--- config.mk ---
export PLATFORM = sky130hd
export DESIGN_NAME = wave_capture
export DESIGN_NICKNAME = d
export VERILOG_FILES = /design/src/rtl/wave_capture.sv
export SDC_FILE = /design/constraint.sdc
export NUM_CORES = 1
export LEC_CHECK = 0
export ABC_AREA = 1
export CAP_MARGIN = 10
export CORE_ASPECT_RATIO = 0.5
export CORE_MARGIN = 10
export CORE_UTILIZATION = 35
export CTS_CLUSTER_SIZE = 25
export DETAILED_ROUTE_END_ITERATION = 8
export PLACE_DENSITY = 0.65
export SLEW_MARGIN = 20
export SYNTH_ARGS = -nofsm -noshare
export SYNTH_HDL_FRONTEND = slang
export SYNTH_SLANG_ARGS = --single-unit
--- constraint.sdc ---
create_clock -name I_CLK -period 4.3 [get_ports I_CLK]
set_clock_uncertainty 0.05 [all_clocks]
set_input_delay 0.86 -clock I_CLK [delete_from_list [all_inputs] [get_ports I_CLK]]
set_output_delay 0.86 -clock I_CLK [all_outputs]
set_load 0.005 [all_outputs]
--- src/rtl/wave_capture.sv ---
// wave_capture: records a prescaled 16-bit audio stream as unsigned 8-bit bytes into a dpram write port.
module wave_capture #(
    parameter int ADDR_W   = 14,
    parameter int PRESCALE = 2999
) (
    input  logic              I_CLK,
    input  logic              I_RSTn,
    input  logic              I_START,
    input  logic              I_STOP,
    input  logic [15:0]       I_SAMPLE,
    output logic              O_WR_EN,
    output logic [ADDR_W-1:0] O_WR_ADDR,
    output logic [7:0]        O_WR_DATA,
    output logic              O_BUSY,
    output logic              O_DONE,
    output logic [ADDR_W:0]   O_LEN
);
    localparam int PW = $clog2(PRESCALE + 2);
    typedef enum logic [1:0] {IDLE, CAPTURE, FINISH} state_t;
    state_t            state;
    logic [PW-1:0]     presc;
    logic [ADDR_W-1:0] addr;
    logic              tick;
    logic              full;
    assign tick = presc == PW'(PRESCALE);
    assign full = &addr;
    always_ff @(posedge I_CLK or negedge I_RSTn) begin
        if (!I_RSTn) begin
            state     <= IDLE;
            presc     <= '0;
            addr      <= '0;
            O_WR_EN   <= 1'b0;
            O_WR_ADDR <= '0;
            O_WR_DATA <= '0;
            O_BUSY    <= 1'b0;
            O_DONE    <= 1'b0;
            O_LEN     <= '0;
        end else begin
            O_WR_EN <= 1'b0;
            O_DONE  <= 1'b0;
            case (state)
                IDLE: if (I_START) begin
                    state  <= CAPTURE;
                    presc  <= '0;
                    addr   <= '0;
                    O_LEN  <= '0;
                    O_BUSY <= 1'b1;
                end
                CAPTURE: begin
                    presc <= tick ? '0 : presc + PW'(1);
                    if (tick) begin
                        O_WR_EN   <= 1'b1;
                        O_WR_ADDR <= addr;
                        O_WR_DATA <= {~I_SAMPLE[15], I_SAMPLE[14:8]};
                        O_LEN     <= O_LEN + (ADDR_W+1)'(1);
                        if (!full) addr <= addr + ADDR_W'(1);
                    end
                    // a tick on the stop edge still writes; a full buffer ends without wrapping
                    if (I_STOP || (tick && full)) begin
                        state  <= FINISH;
                        O_BUSY <= 1'b0;
                        O_DONE <= 1'b1;
                    end
                end
                default: state <= IDLE;
            endcase
        end
    end
endmodule

==> flow_results.xml <==
<?xml version="1.0" encoding="UTF-8"?>
<metrics>
  <group name="outcome">
    <metric name="run_status" unit="">finished clean</metric>
  </group>
  <group name="worst_setup_path">
    <metric name="start_kind" unit="">register</metric>
    <metric name="crit_path_end_kind" unit="">register</metric>
    <metric name="timing.critical_path.arrival" unit="ns">2.54</metric>
    <metric name="timing.reg2reg.worst_path_depth" unit="">9</metric>
    <metric name="critical_path_peak_fanout" unit="">25</metric>
    <metric name="critPathBufInv" unit="">4</metric>
    <metric name="timing_worst_setup_path_type" unit="">reg -&gt; reg</metric>
    <metric name="critPathRequiredTime" unit="ns">4.52</metric>
    <metric name="timing.critical_path.slowest_stage_cell" unit="">sky130_fd_sc_hd__dfrtp_1</metric>
    <metric name="critical_path.max_stage_delay" unit="ns">0.36</metric>
    <metric name="crit_chain" unit="">inv_1, nand2_1, inv_1, buf_4, nand4_2, buf_4, nor2_1, nand3_1, nand2_1</metric>
    <metric name="cp_top_family" unit="">simple AND/OR/NAND/NOR gates</metric>
    <metric name="wp_depth" unit="">9</metric>
  </group>
  <group name="drt">
    <metric name="detailroute.via_count" unit="">3092</metric>
    <metric name="drc_violations_left" unit="">0</metric>
    <metric name="detail_route.wl_per_cell" unit="microns">13.1</metric>
    <metric name="detail_route.first_pass.iterations" unit="">4</metric>
    <metric name="drt-total-wl" unit="mm">8.64</metric>
    <metric name="via_per_inst" unit="">4.69</metric>
    <metric name="iter_0_drt_violations" unit="">189</metric>
    <metric name="antenna_left" unit="">0</metric>
  </group>
  <group name="timing">
    <metric name="fmax" unit="GHz">0.431</metric>
    <metric name="timing.final.crit_share" unit="%">54.0</metric>
    <metric name="final_hold_viol_count" unit="">0</metric>
    <metric name="fin_setup_tns" unit="ns">0</metric>
    <metric name="worst_slew_pin_slew" unit="ns">0.795</metric>
    <metric name="period_needed" unit="ns">2.32</metric>
    <metric name="rsz0062_at_grt" unit="">no</metric>
    <metric name="hold_ws" unit="ns">0.427</metric>
    <metric name="relSlewSlack" unit="%">47.0</metric>
    <metric name="timing_max_transition_violations_final" unit="">0</metric>
    <metric name="setup_viol" unit="">0</metric>
  </group>
  <group name="power_and_ir_drop">
    <metric name="worst_case_vdd_ir_drop" unit="uV">187</metric>
    <metric name="power.total" unit="mW">1.71</metric>
    <metric name="leakage" unit="nW">1.97</metric>
    <metric name="cell_area_power_density" unit="nW/um^2">373</metric>
  </group>
  <group name="floorplanning">
    <metric name="floorplan.initialDensity" unit="%">35.9</metric>
    <metric name="io_pins" unit="">60</metric>
    <metric name="core" unit="sq um">10200</metric>
    <metric name="die_area" unit="sq um">15200</metric>
    <metric name="die_w" unit="microns">165</metric>
    <metric name="die_h" unit="microns">92.4</metric>
    <metric name="row_count" unit="">26</metric>
  </group>
  <group name="yosys">
    <metric name="synth_top_cell_by_area" unit="">sky130_fd_sc_hd__dfrtp_1</metric>
    <metric name="yosys_register_bits" unit="">68</metric>
    <metric name="yosys-top-cells-area" unit="">sky130_fd_sc_hd__dfrtp_1 46%, sky130_fd_sc_hd__nand2_1 16%, sky130_fd_sc_hd__nand3_1 4.6%</metric>
    <metric name="post-synth-top-count-cell" unit="">sky130_fd_sc_hd__nand2_1</metric>
    <metric name="synthTopCellsByCount" unit="">161 x sky130_fd_sc_hd__nand2_1, 68 x sky130_fd_sc_hd__dfrtp_1, 44 x sky130_fd_sc_hd__nor2_1</metric>
    <metric name="combined_area_of_all_synthesized_cells" unit="sq um">3670</metric>
    <metric name="synth-seq-area-share" unit="%">46.4</metric>
    <metric name="yosys_warnings" unit="">0</metric>
    <metric name="syn-num-nets" unit="">485</metric>
    <metric name="share_of_async_settable_or_async_resettable_flops_after_synthesis" unit="%">100</metric>
    <metric name="number_of_enable_type_register_cells_in_the_synthesized_netlist" unit="">0</metric>
    <metric name="syn-instance-count" unit="">462</metric>
    <metric name="synth-main-ff-cell" unit="">sky130_fd_sc_hd__dfrtp_1</metric>
    <metric name="avgSynthCellArea" unit="sq um">7.94</metric>
    <metric name="synthDistinctLibCells" unit="">33</metric>
    <metric name="synth.top_cell.area_share" unit="%">46.4</metric>
  </group>
  <group name="clock_network">
    <metric name="postCtsSetupRepairBufs" unit="">0</metric>
    <metric name="root_driver" unit="">sky130_fd_sc_hd__clkbuf_16</metric>
    <metric name="clk_pin_slew" unit="ns">0.06</metric>
    <metric name="cts_tree" unit="">built</metric>
    <metric name="ctsResizeCount" unit="">0</metric>
    <metric name="cts_made_buffers" unit="">9</metric>
    <metric name="cts_num_sinks" unit="">68</metric>
    <metric name="clkLatencyLatePin" unit="ns">0.33</metric>
    <metric name="clockBufferDepth" unit="">2</metric>
    <metric name="cts-hold-fix-buffers" unit="">0</metric>
    <metric name="cts_max_level" unit="">3</metric>
  </group>
  <group name="grt">
    <metric name="global_route_wire_length_before_repair" unit="mm">15.0</metric>
    <metric name="global_route.overflow_total" unit="">0</metric>
    <metric name="gr-usage-all-layers" unit="%">12.0</metric>
    <metric name="grt_pass1_vias" unit="">3031</metric>
    <metric name="grt_max_degree" unit="">37</metric>
    <metric name="initial_antenna_violation_count" unit="">0</metric>
  </group>
  <group name="place">
    <metric name="gp_routability_congestion" unit="">0.848</metric>
    <metric name="detailedPlacementHpwl" unit="mm">6.09</metric>
    <metric name="dpl.cell_count" unit="">643</metric>
    <metric name="port_buffers" unit="">51</metric>
  </group>
  <group name="layout">
    <metric name="final_nets" unit="">537</metric>
    <metric name="layoutNonFillerInstCount" unit="">659</metric>
    <metric name="antennaDiodeCount" unit="">0</metric>
    <metric name="drive_gt1_share" unit="%">9.83</metric>
    <metric name="syn_to_final_growth" unit="%">25.0</metric>
    <metric name="layout.filler_cells" unit="">1023</metric>
  </group>
  <group name="min_path">
    <metric name="timing.hold.worst_path_depth" unit="">2</metric>
    <metric name="worst_hold_path_type" unit="">reg -&gt; reg</metric>
  </group>
  <group name="flow_run">
    <metric name="cap_viol_max_count" unit="">0</metric>
  </group>
</metrics>
registers in the layout (all words and copies together), names as in the netlist:
signal and cells:
O_LEN 15, O_WR_ADDR 14, O_DONE 1, addr 14
O_WR_DATA 8, O_BUSY 1, O_WR_EN 1, state 2
presc 12
metrics by stage:
| stage | worst slack (ns) | cell area, sq um | util (%) |
|---|---|---|---|
| 2_1_floorplan | 2.58 | 3670 | - |
| 3_3_place_gp | 1.66 | 4270 | 41.8 |
| 3_5_place_dp | 1.66 | 4270 | 41.8 |
| 4_1_cts | 1.98 | 4580 | 44.9 |
| 5_1_grt | 1.79 | 4580 | 44.9 |
| 6_report | 1.98 | 4580 | 44.9 |
cells in the final DEF, fill, tap and decap left out, types with 2 or more instances in the layout:
master	n
sky130_fd_sc_hd__nand2_4	2
sky130_fd_sc_hd__ha_1	3
sky130_fd_sc_hd__dfrtp_1	68
sky130_fd_sc_hd__nor2_1	44
sky130_fd_sc_hd__nand2_1	161
sky130_fd_sc_hd__xor2_1	10
sky130_fd_sc_hd__nand4_1	12
sky130_fd_sc_hd__inv_1	35
sky130_fd_sc_hd__o22ai_1	2
sky130_fd_sc_hd__inv_2	3
sky130_fd_sc_hd__nor2_2	2
sky130_fd_sc_hd__o21ai_0	12
sky130_fd_sc_hd__a21oi_1	3
sky130_fd_sc_hd__o21ai_1	17
sky130_fd_sc_hd__nor3_1	8
sky130_fd_sc_hd__nand3b_1	2
sky130_fd_sc_hd__nand3_4	2
sky130_fd_sc_hd__o21ai_2	13
sky130_fd_sc_hd__nand3_1	34
sky130_fd_sc_hd__nor2_4	5
sky130_fd_sc_hd__o21bai_1	4
sky130_fd_sc_hd__clkdlybuf4s50_1	50
sky130_fd_sc_hd__buf_4	3
sky130_fd_sc_hd__bufinv_16	2
sky130_fd_sc_hd__clkbuf_16	9
sky130_fd_sc_hd__clkbuf_1	2
metal layers:
metal / vias up / global-route usage, % / routed length (microns)
met5: - / 0 / 0
li1: 1592 / - / -
met2: 43 / 18.5 / 3810
met3: 11 / 4.33 / 450
met4: 0 / 3.89 / 119
met1: 1446 / 15.5 / 4250
kinds of logic (layout without fill, tap and decap cells):
logic type	after synthesis	after routing	synth area share, %
and+or+nand+nor	277	277	34.4
DFF	68	68	46.4
AOI/OAI and AO/OA	52	52	8.83
buffers and inverters	52	109	6.96
xor gates and xnor gates	10	10	2.39
adders and majority gates	3	3	1.02
power by group:
part           switching [mW]  internal, mW  total (mW)  leakage, nW
registers              0.0150         0.661       0.676        0.900
logic                   0.182        0.0547       0.237        0.919
clock network           0.275         0.523       0.797        0.153
worst paths after layout:
check                                           end                startpoint  slack, ns
max                             addr[0]$_DFFE_PN0P_      state[1]$_DFFE_PN0P_       1.98
max reg2reg                     addr[0]$_DFFE_PN0P_      state[1]$_DFFE_PN0P_       1.98
max in group asynchronous      O_LEN[9]$_DFFE_PN0P_                    I_RSTn       2.73
min in group asynchronous      presc[5]$_DFFE_PN0P_                    I_RSTn       0.56
min                        O_WR_DATA[0]$_DFFE_PN0P_  O_WR_DATA[0]$_DFFE_PN0P_       0.43
min reg2reg                O_WR_DATA[0]$_DFFE_PN0P_  O_WR_DATA[0]$_DFFE_PN0P_       0.43
cell type report:
type | instances | area, sq um | share of cell area (%)
Clock buffer | 12 | 246 | 5.38
Inverter | 39 | 149 | 3.25
Timing Repair Buffer | 54 | 528 | 11.5
Tap cell | 140 | 175 | 3.82
Sequential cell | 68 | 1700 | 37.1
Clock inverter | 4 | 72.6 | 1.58
Multi-Input combinational cell | 342 | 1710 | 37.3
tightest hold or removal path, stage by stage, from the launching register on:
cell                      delay [ns]
sky130_fd_sc_hd__dfrtp_1        0.34
sky130_fd_sc_hd__nand2_1        0.05
sky130_fd_sc_hd__nand2_1        0.06
No activity file was read; power rests on OpenSTA's default activity.
